$ cat src/rtl/mem_ahb_if.sv
`default_nettype none
// ----------------------------------------------------------------------------
// mem_ahb_if : AHB-Lite slave in front of a 1-cycle-latency byte-lane RAM
// Rev 1.0
// ----------------------------------------------------------------------------
module mem_ahb_if #(
  parameter int WIDTH_AD = 10,
  parameter int WIDTH_DA = 32
) (
  input  logic                HCLK,
  input  logic                HRESETn,
  input  logic                HSEL,
  input  logic [1:0]          HTRANS,
  input  logic                HWRITE,
  input  logic [2:0]          HSIZE,
  input  logic [2:0]          HBURST,
  input  logic [31:0]         HADDR,
  input  logic [WIDTH_DA-1:0] HWDATA,
  input  logic                HREADY,
  output logic [WIDTH_DA-1:0] HRDATA,
  output logic                HRESP,
  output logic                HREADYout,
  output logic [WIDTH_AD-1:0] WADDR,
  output logic [WIDTH_DA-1:0] WDATA,
  output logic [3:0]          WSTRB,
  output logic                WEN,
  output logic [WIDTH_AD-1:0] RADDR,
  output logic [3:0]          RSTRB,
  output logic                REN,
  input  logic [WIDTH_DA-1:0] RDATA
);

  typedef enum logic [2:0] {
    ST_IDLE   = 3'd0,
    ST_WRITE  = 3'd1,
    ST_READ   = 3'd2,
    ST_RSTALL = 3'd3,
    ST_ERR1   = 3'd4,
    ST_ERR2   = 3'd5
  } state_t;

  state_t              state_q, state_d;
  logic [WIDTH_AD-1:0] addr_q, addr_d;
  logic [3:0]          strb_q, strb_d;

  logic [3:0] ap_strb;
  logic       ap_legal;
  logic       ap_open;
  logic       accept;
  logic       hazard;
  logic       unused_bits;

  assign unused_bits = ^{HBURST, HTRANS[0], HADDR[31:WIDTH_AD]};

  // Lane decode and alignment check of the current address phase
  always_comb begin
    ap_strb  = 4'b0000;
    ap_legal = 1'b0;
    case (HSIZE)
      3'd0: begin
        ap_strb  = 4'b0001 << HADDR[1:0];
        ap_legal = 1'b1;
      end
      3'd1: begin
        ap_strb  = HADDR[1] ? 4'b1100 : 4'b0011;
        ap_legal = ~HADDR[0];
      end
      3'd2: begin
        ap_strb  = 4'b1111;
        ap_legal = (HADDR[1:0] == 2'b00);
      end
      default: begin
        ap_strb  = 4'b0000;
        ap_legal = 1'b0;
      end
    endcase
  end

  assign ap_open = (state_q == ST_IDLE) || (state_q == ST_WRITE) ||
                   (state_q == ST_READ) || (state_q == ST_ERR2);
  assign accept  = HSEL & HTRANS[1] & HREADY & ap_open;

  // A read issued during a write data phase sees pre-write RAM contents
  assign hazard = (state_q == ST_WRITE) &&
                  (HADDR[WIDTH_AD-1:2] == addr_q[WIDTH_AD-1:2]) &&
                  ((ap_strb & strb_q) != 4'b0000);

  always_comb begin
    state_d = ST_IDLE;
    addr_d  = addr_q;
    strb_d  = strb_q;
    if (accept) begin
      if (!ap_legal) begin
        state_d = ST_ERR1;
      end else begin
        addr_d = HADDR[WIDTH_AD-1:0];
        strb_d = ap_strb;
        if (HWRITE) begin
          state_d = ST_WRITE;
        end else if (hazard) begin
          state_d = ST_RSTALL;
        end else begin
          state_d = ST_READ;
        end
      end
    end else begin
      case (state_q)
        ST_RSTALL: state_d = ST_READ;
        ST_ERR1:   state_d = ST_ERR2;
        default:   state_d = ST_IDLE;
      endcase
    end
  end

  always_ff @(posedge HCLK) begin
    if (!HRESETn) begin
      state_q <= ST_IDLE;
      addr_q  <= '0;
      strb_q  <= 4'b0000;
    end else begin
      state_q <= state_d;
      addr_q  <= addr_d;
      strb_q  <= strb_d;
    end
  end

  assign WEN   = HRESETn & (state_q == ST_WRITE);
  assign WADDR = addr_q;
  assign WSTRB = strb_q;
  assign WDATA = HWDATA;

  assign REN   = HRESETn & ((accept & ap_legal & ~HWRITE) | (state_q == ST_RSTALL));
  assign RADDR = (state_q == ST_RSTALL) ? addr_q : HADDR[WIDTH_AD-1:0];
  assign RSTRB = (state_q == ST_RSTALL) ? strb_q : ap_strb;

  assign HREADYout = ~HRESETn | ~((state_q == ST_RSTALL) || (state_q == ST_ERR1));
  assign HRESP     = HRESETn & ((state_q == ST_ERR1) || (state_q == ST_ERR2));
  assign HRDATA    = RDATA;

endmodule
`default_nettype wire
$ cat config.mk
export PLATFORM = sky130hd
export DESIGN_NAME = mem_ahb_if
export DESIGN_NICKNAME = d
export VERILOG_FILES = /design/src/rtl/mem_ahb_if.sv
export SDC_FILE = /design/constraint.sdc
export NUM_CORES = 1
export LEC_CHECK = 0
export BUFFER_PORTS_ARGS = -buffer_cell sky130_fd_sc_hd__buf_2
export CORE_AREA = 5 5 76 78
export DETAILED_ROUTE_END_ITERATION = 8
export DIE_AREA = 0 0 81 83
export PLACE_DENSITY_LB_ADDON = 0.1
export SLEW_MARGIN = 20
export SYNTH_ARGS = -nofsm -noshare
export SYNTH_HDL_FRONTEND = slang
export SYNTH_SLANG_ARGS = --single-unit
$ cat constraint.sdc
create_clock -name HCLK -period 2.45 [get_ports HCLK]
set_input_delay 0.49 -clock HCLK [delete_from_list [all_inputs] [get_ports HCLK]]
set_output_delay 0.49 -clock HCLK [all_outputs]
set_load 0.03 [all_outputs]
==> results of run 1 <==
cell families (layout without fill, tap and decap cells):
kind of cell	count (synthesis)	count (layout)	share of synthesized area [%]
buffers and inverters	70	59	32.5
AO/OA/AOI/OAI	19	19	7.96
flip-flops	17	17	21.6
AND/OR/NAND/NOR	50	50	18.1
multiplexers	23	23	15.4
XOR/XNOR	8	8	4.45
per-stage QoR:
stage,area (sq um),utilization [%],worst slack (ns),hold slack [ns],total power [mW]
after CTS,1480,29.5,0.187,0.531,0.655
after global placement,1430,28.5,0.354,0.522,0.429
after global routing,1480,29.5,0.0813,0.553,0.681
after floorplan,1570,-,0.522,0.620,0.573
final,1480,29.5,0.217,0.528,0.641
after detailed placement,1430,28.5,0.349,0.547,0.429
final cells by class:
cell class	instances	share of cell area (%)
multi-input cells	100	48.9
flip-flops and latches	17	23.1
repair buffers	53	18.5
well taps	70	5.93
clock buffers	3	2.80
inverters	2	0.508
clock inverters	1	0.339
routing by layer:
layer  track usage (%)  part of all wire, %  wire (microns)
met1              13.3                   40            1510
met2              17.0                   43            1630
met3              5.30                   11             423
met4              7.99                  5.9             222
met5                 0                    0               0
critical path, stage by stage (launching register included):
cell and delay, ns:
dfxtp_1 0.39, mux2i_1 0.26, nand4_2 0.20, nor4_1 0.31
o21a_1 0.15, buf_2 0.19
flip-flops by register name, summed over array words and instances (netlist names):
signal / flops
WADDR: 10
WSTRB: 4
state_q: 3
power groups by stage:
stage	clock network, mW	registers [mW]	logic [mW]
2_1_floorplan	0	0.295	0.279
3_3_place_gp	0	0.291	0.138
3_5_place_dp	0	0.290	0.138
4_1_cts	0.231	0.284	0.139
5_1_grt	0.245	0.285	0.151
6_report	0.220	0.284	0.137
cells in the final DEF, fill, tap and decap left out, types with 3 or more instances in the layout:
| cell type | instances |
|---|---|
| a21oi_1 | 6 |
| buf_2 | 50 |
| buf_4 | 3 |
| clkbuf_8 | 3 |
| dfxtp_1 | 17 |
| mux2_2 | 9 |
| mux2i_1 | 14 |
| nand2_1 | 16 |
| nor2_1 | 4 |
| nor2b_1 | 14 |
| nor4_1 | 3 |
| o21a_1 | 4 |
| o21ai_0 | 3 |
| xnor2_1 | 4 |
| xor2_1 | 4 |
how the worst max path moves through the flow:
stage                                startpoint  cells past startpoint  slack, ns  endpoint
after detailed placement               HADDR[0]                      6       0.35       REN
after CTS                 state_q[0]$_SDFF_PN0_                      5       0.19       REN
after global placement                 HADDR[0]                      6       0.35       REN
after floorplan                         HRESETn                      2       0.52       WEN
final                     state_q[0]$_SDFF_PN0_                      5       0.22       REN
after global routing      state_q[0]$_SDFF_PN0_                      5       0.08       REN
==> out/metrics.cfg, run 1 <==
[routing]
via_per_inst=4.63
first_iter_violations=56
ant_nets=0
wl_per_cell_microns=15.4
drc=0
drtPass1Iterations=4
vias=1139
routed_wl_microns=3780

[synthesis]
syn_inst=187
synthTopCellsByCount=buf_4, dfxtp_1, nand2_1
netlist_top_cells_area=buf_4, dfxtp_1, mux2i_1
yosysSeqAreaShare_pct=21.6
ys_seq_elements=17
synth_edf_count=0
synth_area_leader_cell=buf_4
syn_area_sq_um=1570
yosys_warnings=0
avgSynthCellArea_sq_um=8.41
async_flop_share_pct=0
yosys_most_used_dff=dfxtp_1
synth.most_common_cell=buf_4
yosysTopAreaCellShare_pct=30.5
ys_types=33
syn-num-nets=296

[job]
max_cap_violations=0

[power]
comb_power_share_pct=21.3
switching_share_pct=30.7
sequentialPowerShare_pct=44.3
pwr-share-clk_pct=34.4
switchingPower_uw=196
leakage_nw=0.640
peakVddDrop_v=0.000183
intPower_uw=444
powerDensity_nw_per_um2=434

[clock_tree]
numCtsBuffers=3
cts_tree=built
post_cts_resized=0
clock_sinks=17
postCtsHoldBufs=0
clk_path_buf_depth=2
post_cts_buffers=0
ctsRootBufferMaster=clkbuf_8
clk_pin_slew_worst_paths_ns=0.08
htreeDepth=1
clk_latency_ns=0.26

[floorplan]
dieArea_sq_um=6720
start_util_pct=31.4
chipHeight_microns=83
die_w_microns=81
design.core.area_sq_um=5010
rows=26
io_pins=205

[global_routing]
grt_pass1_wl_microns=6150
grt_pass1_vias=1211
grtUsageTotal_pct=11.6
grt-ovfl-total=0
grt_max_degree=22
antenna_found_initial=0

[finish]
multi_input_area_sq_um=722
stdcell_count=246
drive_gt1_share_pct=38.6
nets=286
nFillCells=587
antenna_cells=0
regArea_sq_um=340
area_delta_synth_final_pct=-6.13

[timing]
rsz0062_at_grt=false
period_share_pct=91.1
setup_violations=0
finClkSkew_ns=0.00416
tns_ns=0
period_minus_slack_ns=2.23
clock.fmax_ghz=0.448
maxSlewViolCount=0
hold_viol_final=0
worst_pin_slew_ns=0.349
relSlewSlack_pct=76.5

[placed_design]
io_buffers=50
placed_cells=242
dp_hpwl_microns=2890
globalplace.congestion=0.771

[run_status]
status=finished clean

[worst_setup_path]
r2r_start=state_q[0]$_SDFF_PN0_
r2r_slack_ns=0.67
worst_ep_required_time_ns=1.96
arrival_ns=1.74
worst_setup_path_start_kind=flop
path_class=flop to output pin
reg2reg_to=WADDR[0]$_SDFFE_PN0N_
worst_setup_path_end_kind=output pin
path_max_fanout=4
reg2regPathDepth=6

[min_path]
hp-start=HADDR[4]
holdCritPathClass=input pin to flop
worstHoldPathCells=3
hold-path-endpoint=WADDR[4]$_SDFFE_PN0N_

Power figures use the tool's default switching activity.
==> run 2, diff against run 1 <==
--- a/config.mk
+++ b/config.mk
@@ -10,6 +10,7 @@
 export DETAILED_ROUTE_END_ITERATION = 8
 export DIE_AREA = 0 0 81 83
 export PLACE_DENSITY_LB_ADDON = 0.1
+export RECOVER_POWER = 100
 export SLEW_MARGIN = 20
 export SYNTH_ARGS = -nofsm -noshare
 export SYNTH_HDL_FRONTEND = slang
==> out/metrics.cfg, run 2 (synthesized netlist as in run 1, its figures left out) <==
[timing]
period_share_pct=93.7
setup_violations=0
rsz0062_at_grt=false
relSlewSlack_pct=44.1
clock.fmax_ghz=0.435
holdWs_ns=0.526
worst_pin_slew_ns=0.838
hold_viol_final=0
finClkSkew_ns=0.00478
period_minus_slack_ns=2.30
maxSlewViolCount=0
tns_ns=0

[finish]
nFillCells=593
multi_input_area_sq_um=716
regArea_sq_um=340
antenna_cells=0
largest_reg_flops=10
nets=286
final_cell_mix=clkbuf_1, buf_2, dfxtp_1, nand2_1
drive_gt1_share_pct=24.4
final_common_cell=clkbuf_1
area_delta_synth_final_pct=-8.75

[floorplan]
io_pins=205
start_util_pct=31.4
dieArea_sq_um=6720
chipHeight_microns=83
rows=26
die_w_microns=81
design.core.area_sq_um=5010

[job]
max_cap_violations=0

[global_routing]
antenna_found_initial=0
grtUsageTotal_pct=11.6
grt_pass1_wl_microns=6150
grt_pass1_vias=1211
grt_max_degree=22
grt-ovfl-total=0

[worst_setup_path]
reg2reg_to=WADDR[0]$_SDFFE_PN0N_
cp_slowest_stage_delay_ns=0.39
path_delay_family=simple AND/OR/NAND/NOR gates
r2r_start=state_q[0]$_SDFF_PN0_
path_max_fanout=4
cp-endpoint=REN
path_class=flop to output pin
slowest_stage=dfxtp_1
worstSetupStartpoint=state_q[0]$_SDFF_PN0_
worst_ep_required_time_ns=1.96
worst-path-stages=5
worst_setup_path_start_kind=flop
arrival_ns=1.81
cp_cell_sequence=mux2i_1 > nand4_1 > nor4_1 > o21a_1 > buf_2
reg2regPathDepth=6
timing.critical_path.buf_inv=1
r2r_slack_ns=0.41
worst_setup_path_end_kind=output pin

[routing]
routed_wl_microns=3790
drtPass1Iterations=3
wl_per_cell_microns=15.4
via_per_inst=4.63
vias=1138
drc=0
ant_nets=0
first_iter_violations=52

[clock_tree]
htreeDepth=1
clock_sinks=17
clk_pin_slew_worst_paths_ns=0.08
clk_path_buf_depth=2
numCtsBuffers=3
postCtsHoldBufs=0
post_cts_buffers=0
cts_tree=built
clk_latency_ns=0.26
post_cts_resized=0
ctsRootBufferMaster=clkbuf_8

[min_path]
holdCritPathClass=input pin to flop
hp-start=HADDR[4]

[run_status]
status=finished clean

[power]
powerDensity_nw_per_um2=445
leakage_nw=0.546
peakVddDrop_v=0.000184

[placed_design]
io_buffers=50
dp_hpwl_microns=2890
globalplace.congestion=0.771

-- run 2: changes by cell type in the layout (fill, tap and decap cells not counted), sizes merged --
cell,previous run,this run
clkbuf,3,34
buf,53,22
-- run 2: layout make-up --
| class | instances | share of cell area, % |
|---|---|---|
| sequential | 17 | 23.7 |
| clock buffer | 3 | 2.88 |
| inverter | 2 | 0.523 |
| clock inverter | 1 | 0.349 |
| timing repair buffer | 53 | 16.6 |
| tap | 70 | 6.10 |
| multi-input combinational | 100 | 49.9 |
-- run 2: through the flow --
stage          power, mW  area [sq um]  util, %  worst slack [ns]  instances
2_1_floorplan      0.573          1570        -             0.522        187
3_3_place_gp       0.429          1430     28.5             0.354        242
3_5_place_dp       0.429          1430     28.5             0.349        242
4_1_cts            0.655          1480     29.5             0.187        246
5_1_grt            0.677          1440     28.6            0.0409        246
6_report           0.638          1440     28.6             0.153        246
-- run 2: worst min-delay path, stage by stage --
cell and delay [ns]:
buf_2 0.10, mux2i_1 0.07, nor2b_1 0.09
-- run 2: routing by layer --
metal  global-route usage (%)  wire length (microns)  vias to the layer above  share of wire (%)
li1                         -                      -                      537                  -
met5                        0                      0                        -                  0
met3                     5.30                    404                       34                 11
met1                     13.3                   1520                      496                 40
met4                     7.99                    222                        0                5.9
met2                     17.0                   1640                       71                 43
-- run 2: worst min-delay path by stage --
stage                             to  slack, ns  depth (start not counted)
3_5_place_dp   WADDR[1]$_SDFFE_PN0N_       0.55                          2
2_1_floorplan  state_q[0]$_SDFF_PN0_       0.62                          3
4_1_cts        WADDR[9]$_SDFFE_PN0N_       0.53                          3
3_3_place_gp   WADDR[1]$_SDFFE_PN0N_       0.52                          2
5_1_grt        WADDR[5]$_SDFFE_PN0N_       0.55                          3
6_report       WADDR[4]$_SDFFE_PN0N_       0.53                          3
-- run 2: power breakdown --
group / leakage [nW] / switching (mW) / internal (mW)
Sequential: 0.137 / 0.00413 / 0.280
Clock: 0.0255 / 0.108 / 0.113
Combinational: 0.383 / 0.0853 / 0.0479
Total: 0.546 / 0.197 / 0.441
==> run 3, diff against run 2 <==
--- a/config.mk
+++ b/config.mk
@@ -5,10 +5,11 @@
 export SDC_FILE = /design/constraint.sdc
 export NUM_CORES = 1
 export LEC_CHECK = 0
+export ABC_AREA = 1
 export BUFFER_PORTS_ARGS = -buffer_cell sky130_fd_sc_hd__buf_2
-export CORE_AREA = 5 5 76 78
+export CORE_MARGIN = 5
+export CORE_UTILIZATION = 29
 export DETAILED_ROUTE_END_ITERATION = 8
-export DIE_AREA = 0 0 81 83
 export PLACE_DENSITY_LB_ADDON = 0.1
 export RECOVER_POWER = 100
 export SLEW_MARGIN = 20
==> constraint.sdc (replaced) <==
create_clock -name HCLK -period 1.86 [get_ports HCLK]
set_input_delay 0.372 -clock HCLK [delete_from_list [all_inputs] [get_ports HCLK]]
set_output_delay 0.372 -clock HCLK [all_outputs]
set_load 0.03 [all_outputs]
==> out/metrics.cfg, run 3 <==
[run_status]
status=finished clean

[synthesis]
synthTopCellsByCount=buf_4, nand2_1, o21ai_0
syn_inst=244
synth_area_leader_cell=buf_4
ys_types=26
syn_area_sq_um=1580
async_flop_share_pct=0
synth.most_common_cell=buf_4
synth_edf_count=0
avgSynthCellArea_sq_um=6.48
syn-num-nets=353
yosysSeqAreaShare_pct=21.5
yosysTopAreaCellShare_pct=30.4
netlist_top_cells_area=buf_4, dfxtp_1, nand2_1
yosys_warnings=0
yosys_most_used_dff=dfxtp_1
ys_seq_elements=17

[worst_setup_path]
worst_ep_required_time_ns=1.49
worst_setup_path_start_kind=flop
worst_setup_path_end_kind=output pin
arrival_ns=1.43
path_max_fanout=4
path_class=flop to output pin

[timing]
relSlewSlack_pct=84.2
maxSlewViolCount=0
finClkSkew_ns=0.00524
clock.fmax_ghz=0.554
period_share_pct=97.1
hold_viol_final=0
period_minus_slack_ns=1.81
rsz0062_at_grt=true
tns_ns=0
worst_pin_slew_ns=0.236
holdWs_ns=0.420
setup_violations=0

[floorplan]
rows=26
chipHeight_microns=83.8
dieArea_sq_um=7030
start_util_pct=30.4
die_w_microns=83.8
io_pins=205
design.core.area_sq_um=5200

[power]
leakage_nw=0.787
powerDensity_nw_per_um2=553
peakVddDrop_v=0.000212
power.total_uw=876

[routing]
via_per_inst=4.26
wl_per_cell_microns=11.9
routed_wl_microns=3690
drc=0
ant_nets=0
drtPass1Iterations=4
first_iter_violations=27
vias=1324

[finish]
antenna_cells=0
drive_gt1_share_pct=33.2
stdcell_count=311
nets=351
area_delta_synth_final_pct=0.317
largest_reg_flops=10
final_common_cell=nand2_1
final_cell_mix=nand2_1, buf_2, o21ai_0, inv_1

[global_routing]
grt_pass1_wl_microns=6070
grt-ovfl-total=0
grt_pass1_vias=1257
grtUsageTotal_pct=10.4
grt_max_degree=18
antenna_found_initial=0

[clock_tree]
numCtsBuffers=3
clk_latency_ns=0.25
postCtsHoldBufs=0
cts_tree=built
htreeDepth=1
clock_sinks=17
clk_path_buf_depth=2
clk_pin_slew_worst_paths_ns=0.07
ctsRootBufferMaster=clkbuf_8

[min_path]
holdCritPathClass=input pin to flop

[placed_design]
dp_hpwl_microns=2950
io_buffers=50
globalplace.congestion=0.717
placed_cells=306

[job]
max_cap_violations=0

## run 3: cell types whose count changed after synthesis, sizes merged, moves of 4 or more
cell,change
nand2,+35
a21oi,+6
mux2,-9
xor2,-4
nor2b,-14
inv,+23
o21ai,+22
nor2,+13
o21a,-4
nand3,+14
mux2i,-14
## run 3: repair_timing
action	4_1_cts	5_1_grt
pin swaps	1	3
gates resized for setup	3	11
setup endpoints to repair	16	16
buffers inserted	1	0
## run 3: cell families after synthesis
kind of cell / after synthesis / synth area share (%)
flops: 17 / 21.5
buf+inv: 95 / 38.5
compound gates: 41 / 14.3
simple gates: 89 / 24.6
xor+xnor: 2 / 1.11
## run 3: final cells by class
class / instances / area, sq um
Inverter: 26 / 100
Clock buffer: 4 / 45.0
Timing Repair Buffer: 62 / 352
Sequential cell: 17 / 343
Fill cell: 610 / 3620
Multi-Input combinational cell: 132 / 658
Tap cell: 70 / 87.6
## run 3: path summary, 6_finish.rpt
kind | start | to | slack [ns] | depth (start not counted)
worst max-delay path | state_q[0]$_SDFF_PN0_ | REN | 0.05 | 9
worst min-delay path | HADDR[6] | WADDR[6]$_SDFFE_PN0N_ | 0.42 | 3
worst max register to register | state_q[2]$_SDFF_PN0_ | state_q[0]$_SDFF_PN0_ | 0.47 | 9
worst min register to register | WADDR[4]$_SDFFE_PN0N_ | WADDR[4]$_SDFFE_PN0N_ | 0.50 | 2
## run 3: layer usage
metal | global-route usage [%] | vias to the layer above | part of all wire [%]
li1 | - | 703 | -
met1 | 14.1 | 555 | 47
met2 | 14.9 | 42 | 42
met3 | 3.36 | 24 | 8.8
met4 | 4.39 | 0 | 2.3
met5 | 0 | - | 0
## run 3: worst max-delay path, stage by stage, from the launching register on
cell	delay (ns)
dfxtp_2	0.34
nand2_2	0.09
o21ai_1	0.06
nor2_1	0.08
buf_4	0.13
nand2_4	0.06
inv_4	0.07
nand2_4	0.05
a21oi_4	0.15
buf_6	0.14
## run 3: power breakdown
group / total [mW] / switching (mW) / leakage [nW] / internal [mW]
registers: 0.381 / 0.00838 / 0.138 / 0.372
logic: 0.209 / 0.136 / 0.626 / 0.0730
clock network: 0.286 / 0.134 / 0.0228 / 0.152
total: 0.876 / 0.279 / 0.787 / 0.598
## run 3: metrics by stage
stage / setup slack [ns] / area, sq um / util [%]
after floorplan: 0.000815 / 1580 / -
after global placement: 0.0425 / 1500 / 28.7
after detailed placement: 0.0541 / 1500 / 28.7
after CTS: -0.0137 / 1550 / 29.9
after global routing: -0.0391 / 1590 / 30.5
final: 0.0542 / 1590 / 30.5
